### src/rtl/range_ctrl_pkg.sv
// Shared types for the range-finder session controller: FSM state encoding
// and the result record returned to the requesters.
package range_ctrl_pkg;

    localparam int RANGE_W = 10;
    localparam int REQ_N   = 2;
    localparam int ID_W    = $clog2(REQ_N);

    typedef enum logic [1:0] {
        IDLE  = 2'd0,
        RUN   = 2'd1,
        DRAIN = 2'd2,
        WRAP  = 2'd3
    } state_t;

    // The controller's W and NREQ parameters are expected to match these widths.
    typedef struct packed {
        logic [RANGE_W-1:0] range;
        logic [ID_W-1:0]    id;
        logic               trunc;
        logic               err;
    } result_t;

    function automatic int unsigned wrap_inc(input int unsigned idx, input int unsigned n);
        return (idx + 1 >= n) ? 0 : idx + 1;
    endfunction

endpackage

### src/rtl/range_session_ctrl_rr_arbiter.sv
// Combinational round-robin picker: the first asserted request at or after
// ptr, searching cyclically.
module rr_arbiter #(
    parameter  int NREQ = 2,
    localparam int IDW  = $clog2(NREQ)
) (
    input  logic [NREQ-1:0] req,
    input  logic [IDW-1:0]  ptr,
    output logic [IDW-1:0]  grant,
    output logic            any
);

    always_comb begin
        int idx;
        grant = '0;
        any   = 1'b0;
        idx   = 0;
        for (int i = 0; i < NREQ; i++) begin
            idx = (int'(ptr) + i) % NREQ;
            if (!any && req[idx[IDW-1:0]]) begin
                any   = 1'b1;
                grant = idx[IDW-1:0];
            end
        end
    end

endmodule

### src/rtl/range_session_ctrl.sv
// Time-shares one go/finish range-finder datapath among NREQ streaming
// requesters and returns each session's range through a one-entry result slot.
module range_session_ctrl
    import range_ctrl_pkg::*;
#(
    parameter int W       = RANGE_W,
    parameter int NREQ    = REQ_N,
    parameter int MAX_LEN = 64
) (
    input  logic                    clock,
    input  logic                    reset,
    input  logic [NREQ-1:0]         req_valid,
    input  logic [NREQ-1:0][W-1:0]  req_data,
    input  logic [NREQ-1:0]         req_last,
    output logic [NREQ-1:0]         req_ready,
    output logic                    res_valid,
    input  logic                    res_ready,
    output logic [W-1:0]            res_range,
    output logic [$clog2(NREQ)-1:0] res_id,
    output logic                    res_trunc,
    output logic                    res_err,
    output logic [W-1:0]            rf_data,
    output logic                    rf_go,
    output logic                    rf_finish,
    input  logic [W-1:0]            rf_range,
    input  logic                    rf_error
);

    localparam int IDW = $clog2(NREQ);
    localparam int CW  = $clog2(MAX_LEN + 1);
    localparam logic [CW-1:0] LAST_CNT = CW'(MAX_LEN - 1);

    state_t         state_q, state_d;
    logic [IDW-1:0] owner_q;
    logic [IDW-1:0] rr_ptr_q;
    logic [CW-1:0]  cnt_q;
    logic [W-1:0]   range_q;
    logic [W-1:0]   hold_q;
    logic           trunc_q;
    logic           err_q;
    result_t        res_q;
    logic           res_valid_q;

    logic [IDW-1:0] grant_idx;
    logic           grant_any;
    logic           slot_free;
    logic           grant_fire;
    logic           grant_last;
    logic           cur_valid;
    logic           cur_last;
    logic [W-1:0]   cur_data;
    logic           finish_hit;

    rr_arbiter #(.NREQ(NREQ)) u_arb (
        .req   (req_valid),
        .ptr   (rr_ptr_q),
        .grant (grant_idx),
        .any   (grant_any)
    );

    // A held result may be consumed in the same cycle a new session is granted.
    assign slot_free  = !res_valid_q || res_ready;
    assign grant_fire = (state_q == IDLE) && slot_free && grant_any && !reset;
    assign grant_last = req_last[grant_idx];
    assign cur_valid  = req_valid[owner_q];
    assign cur_last   = req_last[owner_q];
    assign cur_data   = req_data[owner_q];
    assign finish_hit = cur_last || (cnt_q == LAST_CNT);

    always_ff @(posedge clock) begin
        if (reset) begin
            state_q <= IDLE;
        end else begin
            state_q <= state_d;
        end
    end

    always_comb begin
        state_d = state_q;
        case (state_q)
            IDLE: begin
                if (grant_fire) begin
                    state_d = grant_last ? WRAP : RUN;
                end
            end
            RUN: begin
                if (cur_valid && finish_hit) begin
                    state_d = cur_last ? WRAP : DRAIN;
                end
            end
            DRAIN: begin
                if (cur_valid && cur_last) begin
                    state_d = WRAP;
                end
            end
            WRAP:    state_d = IDLE;
            default: state_d = IDLE;
        endcase
    end

    // rf_data falls back to the last sample handed over, so bubbles look like repeats.
    always_comb begin
        req_ready = '0;
        rf_go     = 1'b0;
        rf_finish = 1'b0;
        rf_data   = hold_q;
        if (!reset) begin
            case (state_q)
                IDLE: begin
                    if (grant_fire) begin
                        req_ready[grant_idx] = 1'b1;
                        if (!grant_last) begin
                            rf_go   = 1'b1;
                            rf_data = req_data[grant_idx];
                        end
                    end
                end
                RUN: begin
                    req_ready[owner_q] = 1'b1;
                    if (cur_valid) begin
                        rf_data   = cur_data;
                        rf_finish = finish_hit;
                    end
                end
                DRAIN: begin
                    req_ready[owner_q] = 1'b1;
                end
                default: begin
                end
            endcase
        end
    end

    always_ff @(posedge clock) begin
        if (reset) begin
            owner_q  <= '0;
            rr_ptr_q <= '0;
            cnt_q    <= '0;
            range_q  <= '0;
            hold_q   <= '0;
            trunc_q  <= 1'b0;
            err_q    <= 1'b0;
        end else begin
            case (state_q)
                IDLE: begin
                    if (grant_fire) begin
                        owner_q  <= grant_idx;
                        rr_ptr_q <= IDW'(wrap_inc(int'(grant_idx), NREQ));
                        if (grant_last) begin
                            range_q <= '0;
                        end else begin
                            cnt_q  <= CW'(1);
                            hold_q <= req_data[grant_idx];
                        end
                    end
                end
                RUN: begin
                    err_q <= err_q | rf_error;
                    if (cur_valid) begin
                        cnt_q  <= cnt_q + CW'(1);
                        hold_q <= cur_data;
                        if (finish_hit) begin
                            range_q <= rf_range;
                            if (!cur_last) begin
                                trunc_q <= 1'b1;
                            end
                        end
                    end
                end
                DRAIN: begin
                    err_q <= err_q | rf_error;
                end
                WRAP: begin
                    trunc_q <= 1'b0;
                    err_q   <= 1'b0;
                end
                default: begin
                end
            endcase
        end
    end

    always_ff @(posedge clock) begin
        if (reset) begin
            res_valid_q <= 1'b0;
            res_q       <= '0;
        end else if (state_q == WRAP) begin
            res_valid_q <= 1'b1;
            res_q       <= '{range: range_q, id: owner_q, trunc: trunc_q, err: err_q | rf_error};
        end else if (res_valid_q && res_ready) begin
            res_valid_q <= 1'b0;
        end
    end

    assign res_valid = res_valid_q;
    assign res_range = res_q.range;
    assign res_id    = res_q.id;
    assign res_trunc = res_q.trunc;
    assign res_err   = res_q.err;

    // A waiting result must stay put until it is taken.
    assert property (@(posedge clock) disable iff (reset)
        res_valid && !res_ready |=> res_valid && $stable(res_range) && $stable(res_id));
    assert property (@(posedge clock) disable iff (reset) $onehot0(req_ready));

endmodule

### config.mk
export PLATFORM = sky130hd
export DESIGN_NAME = range_session_ctrl
export DESIGN_NICKNAME = d
export VERILOG_FILES = /design/src/rtl/range_ctrl_pkg.sv /design/src/rtl/range_session_ctrl_rr_arbiter.sv /design/src/rtl/range_session_ctrl.sv
export SDC_FILE = /design/constraint.sdc
export NUM_CORES = 1
export LEC_CHECK = 0
export CORE_ASPECT_RATIO = 2
export CORE_MARGIN = 4
export CORE_UTILIZATION = 30
export CTS_BUF_LIST = sky130_fd_sc_hd__clkbuf_8
export CTS_CLUSTER_DIAMETER = 50
export CTS_CLUSTER_SIZE = 30
export DETAILED_ROUTE_END_ITERATION = 7
export GPL_ROUTABILITY_DRIVEN = 1
export GPL_TIMING_DRIVEN = 0
export PLACE_DENSITY = 0.56
export SLEW_MARGIN = 20
export SYNTH_ARGS = -nofsm -noshare
export SYNTH_HDL_FRONTEND = slang
export SYNTH_SLANG_ARGS = --single-unit
### constraint.sdc
create_clock -name clock -period 2.82 [get_ports clock]
set_clock_uncertainty 0.1 [all_clocks]
set_input_delay 0.282 -clock clock [delete_from_list [all_inputs] [get_ports clock]]
set_output_delay 0.282 -clock clock [all_outputs]
set_load 0.1 [all_outputs]
==> impl_metrics.yaml, run 1 <==
outcome:
  outcome: "completed"
placed_design:
  place_congestion: 0.895
  placed_cell_area_um2: 3530
  dp_slack_ps: -965
  io_buffers: 64
  dp_hpwl_mm: 6.54
synth:
  yosys-top-cells-count: "dfxtp_1 (47), nand2_1 (26), a21oi_1 (24), o21ai_0 (24), nor2_1 (22)"
  yosys_register_bits: 47
  synthDistinctLibCells: 56
  synth_cells: 322
  synth_area_leader_cell: "dfxtp_1"
  synthArstFlopShare_pct: 0
  synth-seq-area-share_pct: 34.5
  ys_top_cells_by_area: "dfxtp_1 (35%), mux2i_1 (6.6%), a21oi_1 (4.4%)"
  synth.most_common_cell: "dfxtp_1"
  syn_avg_cell_area_um2: 8.46
  syn-num-nets: 366
  netlist_area_um2: 2730
  synth-edff-count: 0
  ys_warn_count: 0
  ys.flop_type: "dfxtp_1"
  netlist.area_leader.share_pct: 34.5
detailed_routing:
  drt_wl_total_mm: 8.45
  first_iter_violations: 143
  wl_per_cell_um: 16.8
  postRouteAntennaNets: 0
  vias: 2757
  dr.pass1.iters: 4
  viasPerCell: 5.47
  drcViolationCount: 0
final_layout:
  fillCellCount: 927
  final_nets: 446
  area_growth_pct: 41.1
  drive_gt1_share_pct: 21.9
  stdcell_area_um2: 3850
  diodes: 0
sta:
  rsz0062_at_grt: "false"
  fmax_ghz: 0.374
  post-route-period-util_pct: 94.9
  timing_worst_slew_pin_value_ps: 980
  relSlewSlack_pct: 34.4
  setup_violations: 0
  period_needed_ps: 2680
  hold_violations: 0
  setup_ws_ps: 144
  slew_viol_final: 0
global_routing:
  grt_pass1_vias: 2752
  antenna_found_initial: 0
  grt_pass1_wl_mm: 13.6
  track_usage_pct: 16.5
  grt.overflow.total: 0
  grt_max_degree: 15
floorplan:
  num_rows: 49
  core-area_um2: 8950
  die_area_um2: 10800
  ios: 66
  initial_core_util_pct: 30.4
  dieHeight_um: 143
  die_w_um: 75.4
setup_path:
  worst_r2r_endpoint: "cnt_q[6]$_SDFFE_PP0P_"
  r2r_slack_ps: 670
  crit_type: "register to output pin"
  slowest_delay_ps: 360
  r2r-start: "state_q[1]$_SDFFE_PP0P_"
  critPathMaxFanout: 7
  reg2regPathDepth: 8
  startpoint_type: "register"
  critPathSlowestCell: "dfxtp_2"
  worstPathCellList: "inv_2 > ha_1 > buf_6 > nand2b_4 > a2111oi_4 > buf_4 > a32oi_1 > a21oi_1 > a21o_1 > buf_12"
  end_kind: "output pin"
  cp.arrival_ps: 2290
  cp.required_ps: 2440
pwr:
  power.density_nw_per_um2: 886
  power.total_uw: 3410
  clock_power_share_pct: 14.5
  seqPwrFrac_pct: 24.9
  sw_frac_of_total_pct: 49.5
  leakage_uw: 0.00141
  netSwitchingPower_uw: 1690
  ir_worst_vdd_mv: 0.404
  p_int_uw: 1720
  p_comb_share_pct: 60.5
job:
  maxCapViolCount: 0
clock_tree:
  clock_sinks: 47
  insertion_delay_ps: 310
  cts_root_buf: "clkbuf_8"
  clk_pin_slew_worst_paths_ps: 90
  htree_levels: 2
  clockBufferDepth: 2
  cts_buffers: 5
  postCtsHoldBufs: 0
  cts_tree: "built"
worst_hold_path:
  hold_depth: 2
  worstHoldPathType: "register to register"
  min_to: "cnt_q[6]$_SDFFE_PP0P_"
  hold_path.startpoint: "cnt_q[6]$_SDFFE_PP0P_"
-- how the worst max path moves through the flow --
stage	startpoint	end	cells past startpoint
after CTS	state_q[0]$_SDFFE_PP0P_	rf_data[5]	10
after global routing	state_q[1]$_SDFFE_PP0P_	rf_data[8]	10
after detailed placement	req_valid[1]	rf_data[4]	7
after floorplan	res_valid$_SDFFE_PP0P_	req_ready[0]	4
after global placement	req_valid[1]	rf_data[8]	7
final	state_q[1]$_SDFFE_PP0P_	rf_data[9]	10
-- power groups by stage --
| stage | clock (µW) | sequential [µW] | combinational, µW |
|---|---|---|---|
| 2_1_floorplan | 0 | 876 | 1380 |
| 3_5_place_dp | 0 | 861 | 1870 |
| 3_3_place_gp | 0 | 855 | 1860 |
| 6_report | 496 | 849 | 2060 |
| 4_1_cts | 509 | 846 | 1950 |
| 5_1_grt | 528 | 865 | 2190 |
-- final cells by class --
class | count | area [µm²] | area share, %
Buffer | 23 | 140 | 3.64
Clock buffer | 5 | 68.8 | 1.79
Clock inverter | 2 | 37.5 | 0.976
Inverter | 11 | 41.3 | 1.07
Multi-Input combinational cell | 241 | 1730 | 44.9
Sequential cell | 47 | 945 | 24.6
Tap cell | 102 | 128 | 3.32
Timing Repair Buffer | 73 | 761 | 19.8
-- sequential cells by signal, summed over array words and instances (netlist names) --
signal and flops:
hold_q 10, range_q 10, res_range 10, cnt_q 7, state_q 2, err_q 1, owner_q 1, res_err 1
res_id 1, res_trunc 1, res_valid 1, rr_ptr_q 1, trunc_q 1
-- critical path, delay by kind of cell, from the launching register on --
kind	cells	cell delay, ps
AO/OA/AOI/OAI	4	760
adder cells (fa/ha/maj)	1	150
buffers and inverters	4	610
flip-flops	1	360
AND/OR/NAND/NOR	1	100
-- metal layers --
layer  track usage (%)  part of all wire (%)  routed length, µm  up-vias
met2              29.7                    55               4640       80
met1              17.4                    37               3110     1304
met4              9.31                   4.3                361        0
met3              2.26                   4.0                342       22
li1                  -                     -                  -     1351
met5                 0                     0                  0        -
-- placed cells by master, fill, tap and decap left out, drive strengths merged, types with 9 or more instances in the layout --
cell type      count
nand2             26
o21ai             25
buf               29
a21oi             25
clkbuf            22
nand3b             9
clkdlybuf4s50     49
inv               11
mux2i             19
dfxtp             47
nor2              22
or3               13
nand3             18
a31o               9
-- logic make-up after synthesis --
family | after synthesis | share of synthesized area, %
adders and majority gates | 6 | 2.75
buffers and inverters | 34 | 5.55
DFF | 47 | 34.5
AOI/OAI and AO/OA | 102 | 26.3
and+or+nand+nor | 106 | 20.4
muxes | 27 | 10.4
-- per-stage QoR --
stage          setup TNS [ps]  std cells  util [%]  hold WS (ps)
2_1_floorplan           -85.0        322         -           347
3_3_place_gp           -12270        488      39.4           357
3_5_place_dp           -12090        488      39.4           370
4_1_cts                 -42.6        498      41.6           383
5_1_grt                     0        504      43.0           406
6_report                    0        504      43.0           379
-- what timing repair did --
item	CTS	global route
pin swaps	3	5
setup endpoints to repair	14	14
gates cloned	0	0
resized for setup	107	26
setup buffers	3	6
(Power assumes the default switching activity.)
==> run 2, diff against run 1 <==
Settings changed: ABC_CLOCK_PERIOD_IN_PS set to 2820, SLEW_MARGIN 20 to not set.
==> results of run 2 <==
No change in the layout: final DEF, timing and power equal those of run 1.
